**config.mk**
```make
export PLATFORM = sky130hd
export DESIGN_NAME = fetch_sequencer
export DESIGN_NICKNAME = d
export VERILOG_FILES = /design/src/rtl/fetch_sequencer.sv
export SDC_FILE = /design/constraint.sdc
export NUM_CORES = 1
export LEC_CHECK = 0
export CORE_ASPECT_RATIO = 1.5
export CORE_MARGIN = 1.5
export CORE_UTILIZATION = 48
export DETAILED_ROUTE_END_ITERATION = 10
export PLACE_DENSITY = 0.95
export RECOVER_POWER = 50
export SLEW_MARGIN = 30
export SYNTH_ARGS = -nofsm -noshare
export SYNTH_HDL_FRONTEND = slang
export SYNTH_SLANG_ARGS = --single-unit
```
**constraint.sdc**
```tcl
create_clock -name clk -period 6.4 [get_ports clk]
set_clock_uncertainty 0.1 [all_clocks]
set_input_delay 0.64 -clock clk [delete_from_list [all_inputs] [get_ports clk]]
set_output_delay 0.64 -clock clk [all_outputs]
set_load 0.005 [all_outputs]
```
**src/rtl/fetch_sequencer.sv**
```systemverilog
// fetch_sequencer: owns the PC and sequences instr_mem for the fetch stage.
// Handles the boot cycle, stall hold, branch redirect with squash, and range fault.
module fetch_sequencer #(
  parameter logic [31:0] STEP     = 32'd1,
  parameter int unsigned SIZE     = 1024,
  parameter logic [31:0] RESET_PC = 32'd0
) (
  input  logic        clk,
  input  logic        reset,
  input  logic        stall,
  input  logic        PCSrc,
  input  logic [31:0] BrDest,
  output logic [31:0] mem_addr,
  input  logic [31:0] mem_data,
  output logic [31:0] IR,
  output logic        if_valid,
  output logic [31:0] fetch_pc,
  output logic [31:0] nPC,
  output logic        fault,
  output logic [1:0]  state,
  output logic [15:0] fetch_cnt,
  output logic [15:0] squash_cnt
);

  typedef enum logic [1:0] {
    BOOT  = 2'd0,
    RUN   = 2'd1,
    FAULT = 2'd2
  } state_t;

  localparam logic [31:0] SIZE_W = 32'(SIZE);

  state_t      st;
  logic [31:0] pc_q;
  logic [31:0] fetch_pc_q;
  logic        if_valid_q;
  logic        fault_q;
  logic [15:0] fetch_cnt_q;
  logic [15:0] squash_cnt_q;
  logic        hold;
  logic        issue;

  // A stall re-reads the displayed PC so the memory output stays put.
  assign hold     = (st == RUN) && stall && !PCSrc;
  assign issue    = !stall || PCSrc;
  assign mem_addr = hold ? fetch_pc_q : pc_q;

  assign IR         = mem_data;
  assign if_valid   = if_valid_q;
  assign fetch_pc   = fetch_pc_q;
  assign nPC        = fetch_pc_q + STEP;
  assign fault      = fault_q;
  assign state      = st;
  assign fetch_cnt  = fetch_cnt_q;
  assign squash_cnt = squash_cnt_q;

  always_ff @(posedge clk or posedge reset) begin
    if (reset) begin
      st           <= BOOT;
      pc_q         <= RESET_PC;
      fetch_pc_q   <= 32'd0;
      if_valid_q   <= 1'b0;
      fault_q      <= 1'b0;
      fetch_cnt_q  <= 16'd0;
      squash_cnt_q <= 16'd0;
    end else begin
      unique case (st)
        BOOT: begin
          fetch_pc_q <= RESET_PC;
          if_valid_q <= 1'b1;
          pc_q       <= RESET_PC + STEP;
          st         <= RUN;
        end
        RUN: begin
          if (if_valid_q && !stall)
            fetch_cnt_q <= fetch_cnt_q + 16'd1;
          if (issue && (pc_q >= SIZE_W)) begin
            st         <= FAULT;
            fault_q    <= 1'b1;
            if_valid_q <= 1'b0;
          end else if (PCSrc) begin
            pc_q         <= BrDest;
            if_valid_q   <= 1'b0;
            fetch_pc_q   <= pc_q;
            squash_cnt_q <= squash_cnt_q + 16'd1;
          end else if (!stall) begin
            fetch_pc_q <= pc_q;
            if_valid_q <= 1'b1;
            pc_q       <= pc_q + STEP;
          end
        end
        default: begin
          if_valid_q <= 1'b0;
        end
      endcase
    end
  end

endmodule

```
---- After elaboration in Yosys (flattened, before gate mapping) ----
Cells that the tools add are included.
word-level totals
  input bits .............................. 68
  register bits after elaboration ......... 100
  word-level logic and storage cells ...... 47
  output and inout port bits .............. 164
cells by class
  equal/unequal tests ..................... 5
  add/sub/neg operators ................... 4
  reductions and logical operators ........ 14
  magnitude comparators ................... 1
  bitwise operators ....................... 1
  muxes and demuxes ....................... 15
operators by type and width
  operator                                               count
  two-way mux 32 bit                                     7
  one-hot mux 32 bit (2 select lines)                    2
  adder 32 x 1 -> 32 bit, second input constant          2
  adder 16 x 1 -> 16 bit, second input constant          2
  >= comparator 32 x 11 -> 1 bit, second input constant  1
  AND reduction 2 bit                                    3
  AND reduction 3 bit                                    2
  logical AND 1 bit                                      4
  != test 4 x 3 -> 1 bit, second input constant          1
  one-hot mux 2 bit (2 select lines)                     1
  two-way mux 1 bit                                      3
  != test 3 bit, second input constant                   1
  == test 2 x 1 -> 1 bit, second input constant          1
  logical NOT 1 bit                                      2
  logical NOT 2 bit                                      1
  two-way mux 2 bit                                      1
  != test 2 x 1 -> 1 bit, second input constant          1
  != test 2 bit, second input constant                   1
  one-hot mux 1 bit (2 select lines)                     1
  nonzero test 2 bit                                     1
  logical OR 1 bit                                       1
  NOT 1 bit                                              1

---- Longest topological paths before layout ----
Gate-level depths: netlist (run 1).
  depth after elaboration ................. 5
  gate-level depth with buffers ........... 8
  mapped depth without buffers ............ 6

---- Least setup slack after synthesis (run 1) ----
No wires, ideal clock.
  path kind ............................... input-to-output
  from .................................... input PCSrc
  to ...................................... output mem_addr[10]
  slack ................................... 3.679 ns
  stages on the path ...................... 5
  data arrival time ....................... 1.981 ns
  path buffers ............................ 3
  required time ........................... 5.660 ns
  path through ............................ clkbuf_1 -> nor4bb_1 -> clkbuf_1 -> buf_1 -> mux2_2
between the ends
  longest elaborated chain between the ends .. 3
ends and longest elaborated chain
  element             RTL line  RTL
  from (decl)         11        input logic PCSrc,
  logical NOT 1 bit   44        assign hold = (st == RUN) && stall && !PCSrc;
  logical AND 1 bit   44
  two-way mux 32 bit  46        assign mem_addr = hold ? fetch_pc_q : pc_q;
  to (decl)           13        output logic [31:0] mem_addr,
Every way passes these cells.

---- Final worst setup path (run 1) ----
  from .................................... input stall
  to ...................................... output mem_addr[16]
between the ends
  longest elaborated chain between the ends .. 3
ends and longest elaborated chain
  element                          RTL line  RTL
  from (decl)                      10        input logic stall,
  logical AND 1 bit (2 in series)  44
  two-way mux 32 bit               46
Every way passes these cells.

==> run summary, run 1 <==
outcome = finished clean
Die H = 137.7 um
design area = 0.007697 mm2
RSZ-0062 raised after global routing = false
Achievable Freq = 271.6 MHz
R2R cell count = 7
Core Region = 0.01189 mm2
I/O pin count = 232
synth unique cells = 52
Area Overhead vs Synth = 32.59%
Root Driver = clkbuf_16
routed vias = 5,289
EDFF count, synth = 0
Wirelength per Cell = 18.65 um
TritonCTS Sinks = 100
total number of H-tree levels = 3
initial antenna violation count = 0
fin crit period = 3682 ps
Metal-1 WL = 6397 um
FF+latch count, synth = 100
final hold slack = 364.6 ps
Tcrit/Tclk final = 0.5753
final std cells w/o fill = 903
gr usage total = 0.2673
mux share of post-synthesis cell area = 0.05409
Post-Synthesis Cell Area = 0.005806 mm2
worst hold stages = 1
clock latency on the worst-skew pair = 350 ps
Net Count, Synth = 695
ANT nets after route = 0
vias per std cell = 5.857
share of the synthesized area in the top cell type = 0.4310
met2 routed WL = 8921 um
GPL Wtd Cong = 0.9612
gr ovfl total = 0
vias in the first global route = 5,023
Initial Utilization = 0.4881
Pins Over Slew Limit = 0
Initial DRC Count = 305
Crit Path Category = input port to output port
Yosys top cell by area = dfrtp_1
dpl cell area = 0.007377 mm2
Async SR Flop Fraction = 1.000
DRC = 0
Fill cells = 950
Mean Syn Cell Area = 9.334 um2
ratio of cells with drive above 1 in the final layout = 0.08400
row cnt = 49
Post-synth top flop = dfrtp_1
post-synthesis sequential area ratio = 0.4310
Synth Warn # = 0
Ant. Diodes = 0
post-CTS setup buffer count = 0
Area contributors post-synth = dfrtp_1 (43%), xnor2_1 (5.6%), mux2_2 (5.2%), nand2_1 (4.8%), buf_4 (4.1%)
top routing layer in use = met4
Sum Neg Setup Slack = 0 ps
Die Span X = 92.80 um
CP Data Arrival Time = 2940 ps
Synth Area in XOR/XNOR = 0.09052
Finished Core Util = 0.6472
cell count after placement = 886
Hold Buf Count CTS = 0
Syn Inst Count = 622
Tot Pwr = 1.465 mW
Clock Tree Buf Depth = 2
power density over the cells = 190.4 mW/mm2
Peak VDD IR = 0.0001053 V
post_cts resized = 0
worst hold path type = flop to flop
Worst slew margin = 0.02168
Crit Path Max Fanout = 21
CTS buffer count = 9
CP endpoint kind = output port
largest net degree at the start of global routing = 69
final setup violation count = 0
Worst-path clk slew = 60 ps
simple-gate area share of the yosys netlist = 0.2278
Hold Vio Cnt, Final = 0
first-pass GRT wire length = 26,440 um
adder-cell area share of the yosys netlist = 0.01078
CP Launch Type = input port
Max-Cap Viols = 0
final wirelength = 16,840 um
compound-gate portion of the synthesized area = 0.1123
nets = 818
WP data required = 5660 ps
Pre-antenna DRT Iters = 5
Die Footprint = 0.01278 mm2
CTS tree = built
final worst slack = 2718 ps
Least-Margin Pin Slew = 1459 ps
I/O Buffers = 167
DP HPWL = 12,550 um
pre-CTS setup slack = 2758 ps
main combinational cell family by area after synthesis = simple AND/OR/NAND/NOR gates
WL met3 = 759 um
Leak = 3.404 nW
## layout by cell type, fill, tap and decap left out, types with 13 or more instances in the layout
master,n
a21oi_1,13
a22o_1,14
and2_1,22
clkdlybuf4s50_1,103
dfrtp_1,100
dlygate4sd3_1,63
inv_1,14
mux2_2,27
nand2_1,75
nand3_1,32
nand4_1,22
nor2_1,35
o21ai_0,34
xnor2_1,37
xor2_1,23
## registers in the layout, summed over array words and instances (netlist names)
name / cells
fetch_pc: 32
pc_q: 32
fetch_cnt: 16
squash_cnt: 16
state: 2
fault: 1
if_valid: 1
## per-layer routing
layer | global-route usage | up-vias
met4 | 0.1641 | 0
li1 | - | 2436
met1 | 0.3053 | 2559
met2 | 0.4740 | 225
met3 | 0.02980 | 69
met5 | 0 | -
## final timing paths
| kind | start | endpoint | slack (ps) |
|---|---|---|---|
| max reg2reg | state[0] | fetch_pc[1] | 3500 |
| min in group asynchronous | reset | squash_cnt[6] | 980 |
| max | stall | mem_addr[16] | 2720 |
| max in group asynchronous | reset | fetch_pc[24] | 3760 |
| min | squash_cnt[15] | squash_cnt[15] | 360 |
| min reg2reg | squash_cnt[15] | squash_cnt[15] | 360 |
## worst max-delay path: stages
cell             delay (ps)
clkdlybuf4s50_1         510
nor4bb_4                560
buf_4                   370
mux2_2                  370
clkdlybuf4s50_1         480
## cell usage after synthesis, drive strengths merged (3+ instances only)
cell type and n:
nor4 15, ha 5, xnor2 37, o21ai 35, a22o 14, inv 15
and3 11, and4 5, nand3 32, nand2b 3, nand4 23, a22oi 4
a32oi 3, xor2 23, dfrtp 100, and2 22, mux2 27, or3 4
o41ai 4, o2bb2ai 4, nand2 76, buf 40, nor3 11, clkbuf 23
a21oi 14, o31ai 10, a31oi 5, nor2 36
## cell type report
type,count,area (um2),share of cell area
sequential,100,2502,0.3251
tap,153,191.4,0.02487
clock buffer,9,225.2,0.02926
inverter,15,57.56,0.007477
timing repair buffer,175,1740,0.2261
multi-input combinational,444,2905,0.3774
clock inverter,7,75.07,0.009753
## cell families after synthesis
logic type,count (synthesis)
buffers and inverters,78
DFF,100
AOI/OAI and AO/OA,99
adders and majority gates,5
muxes,28
and+or+nand+nor,252
xor gates and xnor gates,60
## where the power goes
part | total, mW | switching [mW] | internal (mW) | leakage [nW]
registers | 0.710 | 0.0529 | 0.657 | 1.35
logic | 0.206 | 0.0890 | 0.117 | 1.91
clock network | 0.549 | 0.243 | 0.306 | 0.150
Note: power is estimated with default switching activity, not from simulation.
==> run 2: changes to the inputs <==
--- a/config.mk
+++ b/config.mk
@@ -7,9 +7,9 @@
 export LEC_CHECK = 0
 export CORE_ASPECT_RATIO = 1.5
 export CORE_MARGIN = 1.5
-export CORE_UTILIZATION = 48
+export CORE_UTILIZATION = 44
 export DETAILED_ROUTE_END_ITERATION = 10
-export PLACE_DENSITY = 0.95
+export PLACE_DENSITY = 0.91
 export RECOVER_POWER = 50
 export SLEW_MARGIN = 30
 export SYNTH_ARGS = -nofsm -noshare
==> constraint.sdc (replaced) <==
create_clock -name clk -period 3.8 [get_ports clk]
set_clock_uncertainty 0.1 [all_clocks]
set_input_delay 0.38 -clock clk [delete_from_list [all_inputs] [get_ports clk]]
set_output_delay 0.38 -clock clk [all_outputs]
set_load 0.005 [all_outputs]
==> run 2 against run 1 <==
Net effect:
- critical endpoint is now nPC[24]
- the run now ends with capacitance limit, slew limit left
- setup slack got worse by 2100 ps
- critical path depth rose by 3
- design area rose by 0.36%
- largest power group unchanged
- routed wire length barely moved
- flip-flop and latch count did not move
- register-to-register slack got worse by 2300 ps
==> run summary, run 2 (same netlist as run 1, synthesis figures left out) <==
outcome = finished with violations
failing checks = capacitance limit, slew limit
gr ovfl total = 0 (unchanged)
gr usage total = 0.2392 (-0.02806)
Wirelength per Cell = 18.43 um (-1.2%)
DRC = 0 (unchanged)
HP Start = fetch_cnt[15]
Leak = 3.367 nW (-1.1%)
multi-input logic area = 0.002903 mm2 (about the same)
Die H = 143.7 um (+4.3%)
combinational power share = 0.147 (+0.006)
power density over the cells = 319.4 mW/mm2 (+68%)
Hold Vio Cnt, Final = 0 (unchanged)
worst path cell trace = ha_1 > nand3_1 > nor4_1 > buf_4 > nand2_1 > nor2_1 > xor2_1 > clkdlybuf4s50_1
I/O pin count = 232 (unchanged)
first-pass GRT wire length = 26,430 um (about the same)
Die Footprint = 0.01391 mm2 (+8.8%)
Area Overhead vs Synth = 33.06%
crit path buf inv count = 2 (-1)
ratio of cells with drive above 1 in the final layout = 0.08742 (+0.003417)
CP endpoint kind = output port
post_cts resized = 0 (unchanged)
fin crit period = 3187 ps
Worst R2R Start = state[1]
Pre-antenna DRT Iters = 5 (unchanged)
Root Driver = clkbuf_16
initial antenna violation count = 0 (unchanged)
Initial Utilization = 0.4482 (-0.03993)
final std cells w/o fill = 914 (+1.2%)
Reg2Reg Setup Slack = 1170 ps (-2330 ps)
CP Launch Type = flop
Achievable Freq = 313.8 MHz
CP Data Arrival Time = 2710 ps (-230 ps)
row cnt = 51 (+4.1%)
Reg2Reg Capture Point = fetch_cnt[13]
WP data required = 3320 ps (-2340 ps)
worst hold stages = 1 (unchanged)
Core Region = 0.01295 mm2 (+8.9%)
Peak VDD IR = 0.0002005 V (+90%)
DP HPWL = 12,690 um (+1.1%)
Least-Margin Pin Slew = 1801 ps (+342.0 ps)
post-CTS setup buffer count = 0 (unchanged)
Tcrit/Tclk final = 0.8386
clock latency on the worst-skew pair = 340 ps (about the same)
final hold slack = 368.7 ps (+4.100 ps)
Pins Over Slew Limit = 87 (+87)
Die Span X = 96.79 um (+4.3%)
Hold Buf Count CTS = 0 (unchanged)
CP delay by family, top = simple AND/OR/NAND/NOR gates
I/O Buffers = 167 (unchanged)
Ant. Diodes = 0 (unchanged)
Fill cells = 1,097 (+15%)
clock power share = 0.373 (-0.002)
CP peak stage delay = 510 ps (-50 ps)
Max-Cap Viols = 1 (+1)
worst hold path type = flop to flop
Seq. cell area = 0.002502 mm2 (unchanged)
TritonCTS Sinks = 100 (unchanged)
nets = 823 (+0.61%)
end of the worst hold path = fetch_cnt[15]
Crit Path Category = flop to output port
Internal = 1.824 mW (+69%)
Sum Neg Setup Slack = 0 ps (unchanged)
Sequential Power Share = 0.480 (-0.005)
Crit Path Max Fanout = 7 (-67%)
final setup violation count = 0 (unchanged)
total number of H-tree levels = 3 (unchanged)
CTS tree = built
R2R cell count = 6 (-1)
vias per std cell = 5.751 (-1.8%)
largest net degree at the start of global routing = 87 (+26%)
Worst slew margin = -0.2035 (-0.2251)
CP max stage cell = clkdlybuf4s50_1
routed vias = 5,256 (-0.62%)
crit path launch = fetch_pc[0]
Initial DRC Count = 302 (-0.98%)
sw frac = 0.2608 (-0.002010)
cell count after placement = 898 (+1.4%)
Worst-path clk slew = 70 ps (about the same)
most frequent cells in the layout = clkdlybuf4s50_1 (118), dfrtp_1 (100), nand2_1 (75)
RSZ-0062 raised after global routing = false
Switch Pwr = 0.6435 mW (+67%)
vias in the first global route = 4,992 (-0.62%)
final wirelength = 16,850 um (about the same)
ANT nets after route = 0 (unchanged)
CTS buffer count = 9 (unchanged)
Clock Tree Buf Depth = 2 (unchanged)
commonest non-fill, non-tap cell in the layout = clkdlybuf4s50_1
GPL Wtd Cong = 0.9279 (-3.5%)
-- run 2: cell count changes in the layout (fill, tap and decap cells not counted), moves of 2 or more --
cell,previous run,this run
buf_4,6,11
clkdlybuf4s50_1,103,118
dlygate4sd3_1,63,48
inv_6,2,0
-- run 2: layout make-up --
class | count | area share
Timing Repair Buffer | 180 | 0.2274
Sequential cell | 100 | 0.3239
Clock buffer | 9 | 0.02915
Clock inverter | 7 | 0.01020
Multi-Input combinational cell | 444 | 0.3758
Tap cell | 159 | 0.02575
Inverter | 15 | 0.007775
-- run 2: worst reg2reg max path, delay by kind of cell (launching register included) --
kind | cells | cell delay (ps)
buffers and inverters | 1 | 340
and+or+nand+nor | 4 | 1410
DFF | 1 | 540
xor gates and xnor gates | 1 | 170
-- run 2: power groups by stage --
stage          sequential, mW  clock (mW)  combinational (mW)
5_1_grt                  1.19       0.980               0.394
3_3_place_gp             1.20           0               0.356
6_report                 1.18       0.921               0.362
2_1_floorplan            1.17           0               0.206
4_1_cts                  1.18       0.929               0.366
3_5_place_dp             1.20           0               0.364
-- run 2: per-layer routing --
layer | part of all wire | GRT usage | vias up
li1 | - | - | 2437
met1 | 0.38 | 0.2816 | 2517
met2 | 0.52 | 0.4207 | 247
met3 | 0.059 | 0.03696 | 55
met4 | 0.039 | 0.1266 | 0
met5 | 0 | 0 | -
-- run 2: how the worst max path moves through the flow --
stage / endpoint / cells past startpoint
CTS: nPC[24] / 8
finish: nPC[24] / 8
global route: nPC[24] / 8
global placement: mem_addr[17] / 5
detailed placement: mem_addr[17] / 5
floorplan: fault / 1
-- run 2: through the flow --
step / cell area [um2] / setup WS [ps] / utilization / power [mW]
final: 7725 / 613.4 / 0.5963 / 2.467
after global routing: 7725 / 476.4 / 0.5963 / 2.564
after CTS: 7734 / 592.8 / 0.5970 / 2.476
after detailed placement: 7430 / 885.6 / 0.5736 / 1.566
after global placement: 7427 / 950.4 / 0.5734 / 1.556
after floorplan: 5806 / 701.2 / - / 1.378
